<file path="config.mk">
export PLATFORM = sky130hd
export DESIGN_NAME = hazard_controller_flat
export DESIGN_NICKNAME = d
export VERILOG_FILES = /design/src/rtl/hazard_controller_pkg.sv /design/src/rtl/hazard_controller_if.sv /design/src/rtl/hazard_controller_fwd.sv /design/src/rtl/hazard_controller.sv /design/src/flat_wrapper.sv
export SDC_FILE = /design/constraint.sdc
export NUM_CORES = 1
export LEC_CHECK = 0
export BUFFER_PORTS_ARGS = -buffer_cell sky130_fd_sc_hd__buf_2
export CORE_MARGIN = 2
export CORE_UTILIZATION = 45
export DETAILED_ROUTE_END_ITERATION = 10
export PLACE_DENSITY_LB_ADDON = 0.08
export SYNTH_ARGS = -nofsm -noshare
export SYNTH_HDL_FRONTEND = slang
export SYNTH_SLANG_ARGS = --single-unit
</file>
<file path="constraint.sdc">
create_clock -name i_clk -period 3.41 [get_ports i_clk]
set_input_delay 0.5115 -clock i_clk [delete_from_list [all_inputs] [get_ports i_clk]]
set_output_delay 0.5115 -clock i_clk [all_outputs]
set_load 0.02 [all_outputs]
</file>
<file path="src/rtl/hazard_controller_pkg.sv">
// rtl/hazard_controller_pkg.sv - shared pipeline types for the hazard controller
package pipeline_pkg;

  // Writeback source selected in E; WB_LD marks a load
  typedef enum logic [1:0] {
    WB_ALU = 2'd0,
    WB_LD  = 2'd1,
    WB_PC4 = 2'd2
  } wb_sel_e;

  // E-stage operand source
  typedef enum logic [1:0] {
    FWD_RF = 2'd0,
    FWD_M  = 2'd1,
    FWD_W  = 2'd2
  } fwd_sel_e;

  // Memory-wait FSM states
  typedef enum logic [1:0] {
    IDLE = 2'd0,
    WAIT = 2'd1,
    ERR  = 2'd2
  } hz_state_e;

endpackage

</file>
<file path="src/rtl/hazard_controller_if.sv">
// rtl/hazard_controller_if.sv - pipeline <-> hazard controller signal bundle
interface hazard_controller_if;
  import pipeline_pkg::*;

  logic [4:0]  rs1_addrD, rs2_addrD;
  logic [4:0]  rs1_addrE, rs2_addrE;
  logic [4:0]  rd_addrE, rd_addrM, rd_addrW;
  logic        rd_wrenE, rd_wrenM, rd_wrenW;
  wb_sel_e     wb_selE;
  logic        pc_selE;
  logic        mem_reqM;
  logic        mem_ackM;

  logic        StallF, StallD, StallE, StallM, StallW;
  logic        FlushD, FlushE, FlushM, FlushW;
  fwd_sel_e    fwd_aE, fwd_bE;
  logic        o_mem_err;
  logic [31:0] o_stall_cnt;

  // Pipeline side: supplies stage state, receives hazard controls
  modport master (
    output rs1_addrD, rs2_addrD, rs1_addrE, rs2_addrE,
           rd_addrE, rd_addrM, rd_addrW, rd_wrenE, rd_wrenM, rd_wrenW,
           wb_selE, pc_selE, mem_reqM, mem_ackM,
    input  StallF, StallD, StallE, StallM, StallW,
           FlushD, FlushE, FlushM, FlushW, fwd_aE, fwd_bE,
           o_mem_err, o_stall_cnt
  );

  // Hazard controller side
  modport slave (
    input  rs1_addrD, rs2_addrD, rs1_addrE, rs2_addrE,
           rd_addrE, rd_addrM, rd_addrW, rd_wrenE, rd_wrenM, rd_wrenW,
           wb_selE, pc_selE, mem_reqM, mem_ackM,
    output StallF, StallD, StallE, StallM, StallW,
           FlushD, FlushE, FlushM, FlushW, fwd_aE, fwd_bE,
           o_mem_err, o_stall_cnt
  );

endinterface

</file>
<file path="src/rtl/hazard_controller_fwd.sv">
// rtl/hazard_controller_fwd.sv - forwarding select for one E-stage operand
module forward_unit
  import pipeline_pkg::*;
(
  input  logic [4:0] rs_addr_i,
  input  logic [4:0] rd_addr_m_i,
  input  logic       rd_wren_m_i,
  input  logic [4:0] rd_addr_w_i,
  input  logic       rd_wren_w_i,
  output fwd_sel_e   fwd_o
);

  // Youngest producer (M) wins over W; x0 is hardwired zero and never forwarded
  always_comb begin
    fwd_o = FWD_RF;
    if (rd_wren_m_i && (rd_addr_m_i != 5'd0) && (rd_addr_m_i == rs_addr_i)) begin
      fwd_o = FWD_M;
    end else if (rd_wren_w_i && (rd_addr_w_i != 5'd0) && (rd_addr_w_i == rs_addr_i)) begin
      fwd_o = FWD_W;
    end
  end

endmodule

</file>
<file path="src/rtl/hazard_controller.sv">
// rtl/hazard_controller.sv - stall/flush/forward control with memory-wait FSM
module hazard_controller
  import pipeline_pkg::*;
#(
  parameter  int TIMEOUT = 16,
  localparam int CNT_W   = $clog2(TIMEOUT + 1)
) (
  input  logic i_clk,
  input  logic i_rst_n,
  hazard_controller_if.slave hz
);

  hz_state_e        state_q, state_d;
  logic [CNT_W-1:0] cnt_q, cnt_d;
  logic             mem_err_q;
  logic [31:0]      stall_cnt_q;

  logic mem_busy, lwstall;
  logic stall_f, stall_d, stall_e, stall_m;
  logic flush_d, flush_e, flush_m, flush_w;

  forward_unit u_fwd_a (
    .rs_addr_i   (hz.rs1_addrE),
    .rd_addr_m_i (hz.rd_addrM),
    .rd_wren_m_i (hz.rd_wrenM),
    .rd_addr_w_i (hz.rd_addrW),
    .rd_wren_w_i (hz.rd_wrenW),
    .fwd_o       (hz.fwd_aE)
  );

  forward_unit u_fwd_b (
    .rs_addr_i   (hz.rs2_addrE),
    .rd_addr_m_i (hz.rd_addrM),
    .rd_wren_m_i (hz.rd_wrenM),
    .rd_addr_w_i (hz.rd_addrW),
    .rd_wren_w_i (hz.rd_wrenW),
    .fwd_o       (hz.fwd_bE)
  );

  // Hazard conditions; mem_busy is qualified by reset so a held request
  // cannot keep the pipe frozen while the FSM is being reset
  always_comb begin
    lwstall  = (hz.wb_selE == WB_LD) && hz.rd_wrenE && (hz.rd_addrE != 5'd0) &&
               ((hz.rd_addrE == hz.rs1_addrD) || (hz.rd_addrE == hz.rs2_addrD));
    mem_busy = i_rst_n &&
               (((state_q == IDLE) && hz.mem_reqM && !hz.mem_ackM) ||
                ((state_q == WAIT) && !hz.mem_ackM));
  end

  // Prioritised stall/flush generation: ERR > mem wait > redirect > load-use
  always_comb begin
    stall_f = 1'b0;
    stall_d = 1'b0;
    stall_e = 1'b0;
    stall_m = 1'b0;
    flush_d = 1'b0;
    flush_e = 1'b0;
    flush_m = 1'b0;
    flush_w = 1'b0;
    if (state_q == ERR) begin
      stall_f = 1'b1;
      stall_d = 1'b1;
      stall_e = 1'b1;
      flush_m = 1'b1;
      flush_w = 1'b1;
    end else if (mem_busy) begin
      stall_f = 1'b1;
      stall_d = 1'b1;
      stall_e = 1'b1;
      stall_m = 1'b1;
      flush_w = 1'b1;
    end else if (hz.pc_selE) begin
      flush_d = 1'b1;
      flush_e = 1'b1;
    end else if (lwstall) begin
      stall_f = 1'b1;
      stall_d = 1'b1;
      flush_e = 1'b1;
    end
  end

  // Memory-wait FSM next state and wait counter
  always_comb begin
    state_d = state_q;
    cnt_d   = cnt_q;
    case (state_q)
      IDLE: begin
        if (mem_busy) begin
          state_d = WAIT;
          cnt_d   = CNT_W'(1);
        end
      end
      WAIT: begin
        if (hz.mem_ackM) begin
          state_d = IDLE;
          cnt_d   = '0;
        end else if (cnt_q == CNT_W'(TIMEOUT - 1)) begin
          state_d = ERR;
          cnt_d   = '0;
        end else begin
          cnt_d = cnt_q + CNT_W'(1);
        end
      end
      ERR: begin
        state_d = IDLE;
        cnt_d   = '0;
      end
      default: begin
        state_d = IDLE;
        cnt_d   = '0;
      end
    endcase
  end

  // State, error pulse and saturating stall-cycle counter
  always_ff @(posedge i_clk or negedge i_rst_n) begin
    if (!i_rst_n) begin
      state_q     <= IDLE;
      cnt_q       <= '0;
      mem_err_q   <= 1'b0;
      stall_cnt_q <= '0;
    end else begin
      state_q   <= state_d;
      cnt_q     <= cnt_d;
      mem_err_q <= (state_d == ERR);
      if (stall_f && (stall_cnt_q != 32'hFFFF_FFFF)) begin
        stall_cnt_q <= stall_cnt_q + 32'd1;
      end
    end
  end

  assign hz.StallF      = stall_f;
  assign hz.StallD      = stall_d;
  assign hz.StallE      = stall_e;
  assign hz.StallM      = stall_m;
  assign hz.StallW      = 1'b0;
  assign hz.FlushD      = flush_d;
  assign hz.FlushE      = flush_e;
  assign hz.FlushM      = flush_m;
  assign hz.FlushW      = flush_w;
  assign hz.o_mem_err   = mem_err_q;
  assign hz.o_stall_cnt = stall_cnt_q;

endmodule

</file>
<file path="src/flat_wrapper.sv">
// flat-port wrapper written by rule: the top's interface ports become plain ports
module hazard_controller_flat import pipeline_pkg::*;
#(
  parameter  int TIMEOUT = 16,
  localparam int CNT_W   = $clog2(TIMEOUT + 1)
)
  (i_clk, i_rst_n, hz_rs1_addrD, hz_rs2_addrD, hz_rs1_addrE, hz_rs2_addrE, hz_rd_addrE, hz_rd_addrM, hz_rd_addrW, hz_rd_wrenE, hz_rd_wrenM, hz_rd_wrenW, hz_wb_selE, hz_pc_selE, hz_mem_reqM, hz_mem_ackM, hz_StallF, hz_StallD, hz_StallE, hz_StallM, hz_StallW, hz_FlushD, hz_FlushE, hz_FlushM, hz_FlushW, hz_fwd_aE, hz_fwd_bE, hz_o_mem_err, hz_o_stall_cnt);
  hazard_controller_if hz_i ();
  input  logic i_clk;
  input  logic i_rst_n;
  input wire logic [$bits(hz_i.rs1_addrD)-1:0] hz_rs1_addrD;
  input wire logic [$bits(hz_i.rs2_addrD)-1:0] hz_rs2_addrD;
  input wire logic [$bits(hz_i.rs1_addrE)-1:0] hz_rs1_addrE;
  input wire logic [$bits(hz_i.rs2_addrE)-1:0] hz_rs2_addrE;
  input wire logic [$bits(hz_i.rd_addrE)-1:0] hz_rd_addrE;
  input wire logic [$bits(hz_i.rd_addrM)-1:0] hz_rd_addrM;
  input wire logic [$bits(hz_i.rd_addrW)-1:0] hz_rd_addrW;
  input wire logic [$bits(hz_i.rd_wrenE)-1:0] hz_rd_wrenE;
  input wire logic [$bits(hz_i.rd_wrenM)-1:0] hz_rd_wrenM;
  input wire logic [$bits(hz_i.rd_wrenW)-1:0] hz_rd_wrenW;
  input wire logic [$bits(hz_i.wb_selE)-1:0] hz_wb_selE;
  input wire logic [$bits(hz_i.pc_selE)-1:0] hz_pc_selE;
  input wire logic [$bits(hz_i.mem_reqM)-1:0] hz_mem_reqM;
  input wire logic [$bits(hz_i.mem_ackM)-1:0] hz_mem_ackM;
  output wire logic [$bits(hz_i.StallF)-1:0] hz_StallF;
  output wire logic [$bits(hz_i.StallD)-1:0] hz_StallD;
  output wire logic [$bits(hz_i.StallE)-1:0] hz_StallE;
  output wire logic [$bits(hz_i.StallM)-1:0] hz_StallM;
  output wire logic [$bits(hz_i.StallW)-1:0] hz_StallW;
  output wire logic [$bits(hz_i.FlushD)-1:0] hz_FlushD;
  output wire logic [$bits(hz_i.FlushE)-1:0] hz_FlushE;
  output wire logic [$bits(hz_i.FlushM)-1:0] hz_FlushM;
  output wire logic [$bits(hz_i.FlushW)-1:0] hz_FlushW;
  output wire logic [$bits(hz_i.fwd_aE)-1:0] hz_fwd_aE;
  output wire logic [$bits(hz_i.fwd_bE)-1:0] hz_fwd_bE;
  output wire logic [$bits(hz_i.o_mem_err)-1:0] hz_o_mem_err;
  output wire logic [$bits(hz_i.o_stall_cnt)-1:0] hz_o_stall_cnt;
  assign hz_i.rs1_addrD = hz_rs1_addrD;
  assign hz_i.rs2_addrD = hz_rs2_addrD;
  assign hz_i.rs1_addrE = hz_rs1_addrE;
  assign hz_i.rs2_addrE = hz_rs2_addrE;
  assign hz_i.rd_addrE = hz_rd_addrE;
  assign hz_i.rd_addrM = hz_rd_addrM;
  assign hz_i.rd_addrW = hz_rd_addrW;
  assign hz_i.rd_wrenE = hz_rd_wrenE;
  assign hz_i.rd_wrenM = hz_rd_wrenM;
  assign hz_i.rd_wrenW = hz_rd_wrenW;
  assign hz_i.wb_selE = hz_wb_selE;
  assign hz_i.pc_selE = hz_pc_selE;
  assign hz_i.mem_reqM = hz_mem_reqM;
  assign hz_i.mem_ackM = hz_mem_ackM;
  assign hz_StallF = hz_i.StallF;
  assign hz_StallD = hz_i.StallD;
  assign hz_StallE = hz_i.StallE;
  assign hz_StallM = hz_i.StallM;
  assign hz_StallW = hz_i.StallW;
  assign hz_FlushD = hz_i.FlushD;
  assign hz_FlushE = hz_i.FlushE;
  assign hz_FlushM = hz_i.FlushM;
  assign hz_FlushW = hz_i.FlushW;
  assign hz_fwd_aE = hz_i.fwd_aE;
  assign hz_fwd_bE = hz_i.fwd_bE;
  assign hz_o_mem_err = hz_i.o_mem_err;
  assign hz_o_stall_cnt = hz_i.o_stall_cnt;
  hazard_controller #(.TIMEOUT(TIMEOUT)) u_core (.i_clk(i_clk), .i_rst_n(i_rst_n), .hz(hz_i));
endmodule
</file>
==> impl_metrics.toml <==
[placed_design]
gp_congestion = 0.754
io_buffers = 89
dp_hpwl_um = 3950

[finish]
antenna_cells = 0
area_delta_synth_final_pct = 25.5
multiInputGateArea_mm2 = 0.00126
nets = 365
drive_gt1_frac = 0.324
seqCellArea_mm2 = 0.00100
fillers = 442

[synthesis]
yosysSeqAreaShare = 0.431
synth-main-ff-cell = "dfrtp_1"
synth_area_leaders = "dfrtp_1 (43%), xnor2_1 (14%), xor2_1 (9.4%)"
syn-num-nets = 273
synth.distinct_cells = 33
synth_common_cells = "dfrtp_1 (40), xnor2_1 (36), xor2_1 (25), nand4_1 (22), nand3_1 (13)"
syn-cell-area_mm2 = 0.00232
ys_warn_count = 0
synth_most_common_cell = "dfrtp_1"
async_reset_ff_frac = 1.00
ys_seq_elements = 40
yosysTopAreaCellShare = 0.431
yosys.area.top_type = "dfrtp_1"
avgSynthCellArea_um2 = 10.3
synth_edf_count = 0
synthCells = 226

[worst_hold_path]
hold_class = "in2async"

[sta]
tns_ps = 0
finClkSkew_ps = 5.38
relSlewSlack = 0.290
post-route-period-util = 0.760
finalSetupViolCount = 0
hold_viol = 0
rsz0062_at_grt = "no"
worst_pin_slew_ps = 1060
min_period_ps = 2590
drv_slew = 0
fmaxAchievable_mhz = 386
whs_ps = 338

[critical_path]
cp-end-kind = "flop"
setup.worst_path.class = "reg2reg"
slowest_delay_ps = 860
critical_path.top_delay_family = "compound AO/OA/AOI/OAI gates"
arrival_ps = 2760
cp-start-kind = "flop"
critPathSlowestCell = "a211oi_4"
required_ps = 3580
ff2ff_setup_slack_ps = 820
ff2ff_path_depth = 6
r2r_start = "u_core.hz.o_stall_cnt[0]$_DFFE_PN0P_"
crit_buf_inv = 0
crit_chain = "ha_1, and2_1, and4_4, a211oi_4, nand4_1, xnor2_1"
r2r-end = "u_core.hz.o_stall_cnt[3]$_DFFE_PN0P_"
cp_max_fo = 28

[floorplan]
ios = 91
die_x_um = 75.8
core_area_mm2 = 0.00504
initial_utilization = 0.460
die_area_mm2 = 0.00574
fp.dieH_um = 75.8
rows = 26

[power_and_ir_drop]
peakVddDrop_uv = 146
leakage_nw = 1.44
power_density_mw_per_mm2 = 372

[clock_network]
cts_setup_buffers = 0
cts_resized = 0
cts_buffers = 5
clk_path_buf_depth = 2
clkLatencyLatePin_ps = 290
cts_root_buf = "clkbuf_8"
cts_sinks = 40
holdBufCountCts = 0
cts_tree = "done"
clk_pin_slew_ps = 70
htree_levels = 2

[detailed_routing]
wire_per_inst_um = 13.2
drc_errors = 0
dr.pass1.iters = 4
wl_um = 5130
dr_total_vias = 2057
routed_via_density = 5.30
drt_iter0_markers = 98
ant_nets = 0

[global_route]
antenna_found_initial = 0
grt-ovfl-total = 0
grt_pass1_wl_um = 8080
grt_pass1_vias = 1819
track_usage = 0.184
grt_max_degree = 41

[outcome]
outcome = "complete, no violations"

[job]
drv_cap = 0
## kinds of logic (layout without fill, tap and decap cells)
| group | count (synthesis) | in the layout | share of synthesized area |
|---|---|---|---|
| AOI/OAI and AO/OA | 19 | 19 | 0.0620 |
| xor gates and xnor gates | 61 | 61 | 0.230 |
| adders and majority gates | 2 | 2 | 0.0108 |
| buffers and inverters | 9 | 101 | 0.0259 |
| DFF | 40 | 40 | 0.431 |
| muxes | 1 | 1 | 0.00485 |
| other | 1 | 1 | 0.00162 |
| and+or+nand+nor | 93 | 93 | 0.233 |
## layer usage
layer,GRT usage,vias up,wire [µm]
met1,0.247,965,2320
met2,0.284,89,2360
met5,0,-,0
met3,0.0503,10,384
li1,-,993,-
met4,0.0721,0,70
## through the flow
| step | worst slack, ps | power, mW | utilization | cell area (µm²) | std cells |
|---|---|---|---|---|---|
| 2_1_floorplan | 826 | 0.663 | - | 2320 | 226 |
| 3_3_place_gp | 753 | 0.759 | 0.558 | 2820 | 381 |
| 6_report | 820 | 1.08 | 0.577 | 2910 | 388 |
| 5_1_grt | 632 | 1.15 | 0.577 | 2910 | 388 |
| 3_5_place_dp | 746 | 0.761 | 0.558 | 2820 | 381 |
| 4_1_cts | 786 | 1.10 | 0.577 | 2910 | 388 |
## cells in the final DEF, fill, tap and decap left out
cell	netlist	routed
nor3_1	6	6
and3_1	8	8
xor2_1	25	25
a22o_1	1	1
xnor2_1	36	36
o31ai_2	1	1
buf_2	0	89
and4_4	3	3
a31oi_1	1	1
and2_1	7	7
a21oi_1	2	2
buf_4	3	1
dfrtp_1	40	40
nor2_1	9	9
or4_1	5	5
o21ai_0	7	7
mux2_1	1	1
a22oi_1	1	1
o2111ai_2	1	1
and4b_1	1	1
and4_1	2	2
nand2_1	10	10
clkbuf_8	0	7
ha_1	2	2
conb_1	1	1
nor2b_1	2	2
a211oi_4	1	1
nand4_1	22	22
o21ai_1	1	1
nand3_1	13	13
o221ai_1	1	1
nor4_1	5	5
inv_1	4	4
o21a_1	2	2
## worst register-to-register path: stages, from the launching register on
cell and delay [ps]:
dfrtp_1 470, ha_1 340, and2_1 190, and4_4 190
a211oi_4 860, nand4_1 240, xnor2_1 180
## report_power, final
group          internal (mW)  switching (mW)  total [mW]  leakage [nW]
combinational         0.0839           0.120       0.204         0.840
clock                  0.180           0.155       0.335        0.0503
sequential             0.500          0.0451       0.545         0.551
total                  0.764           0.320        1.08          1.44
## flip-flops by register name, summed over array words and instances (netlist names)
name / flops
u_core.hz.o_stall_cnt: 32
u_core.cnt_q: 5
u_core.state_q: 2
u_core.hz.o_mem_err: 1
## worst max path at each step
| stage | startpoint | to | slack [ps] | cells after the start |
|---|---|---|---|---|
| floorplan | hz_rd_addrM[0] | hz_fwd_aE[1] | 830 | 4 |
| global placement | hz_rd_addrE[2] | u_core.hz.o_stall_cnt[27]$_DFFE_PN0P_ | 750 | 7 |
| detailed placement | hz_rd_addrE[2] | u_core.hz.o_stall_cnt[3]$_DFFE_PN0P_ | 750 | 7 |
| CTS | u_core.hz.o_stall_cnt[0]$_DFFE_PN0P_ | u_core.hz.o_stall_cnt[3]$_DFFE_PN0P_ | 790 | 6 |
| global route | u_core.hz.o_stall_cnt[0]$_DFFE_PN0P_ | u_core.hz.o_stall_cnt[3]$_DFFE_PN0P_ | 630 | 6 |
| finish | u_core.hz.o_stall_cnt[0]$_DFFE_PN0P_ | u_core.hz.o_stall_cnt[3]$_DFFE_PN0P_ | 820 | 6 |
## final cells by class
class,count,share of cell area
clock buffer,7,0.0331
inverter,4,0.00516
timing repair buffer,90,0.156
sequential,40,0.344
multi-input combinational,177,0.432
tap,70,0.0301
Power figures use the tool's default switching activity.
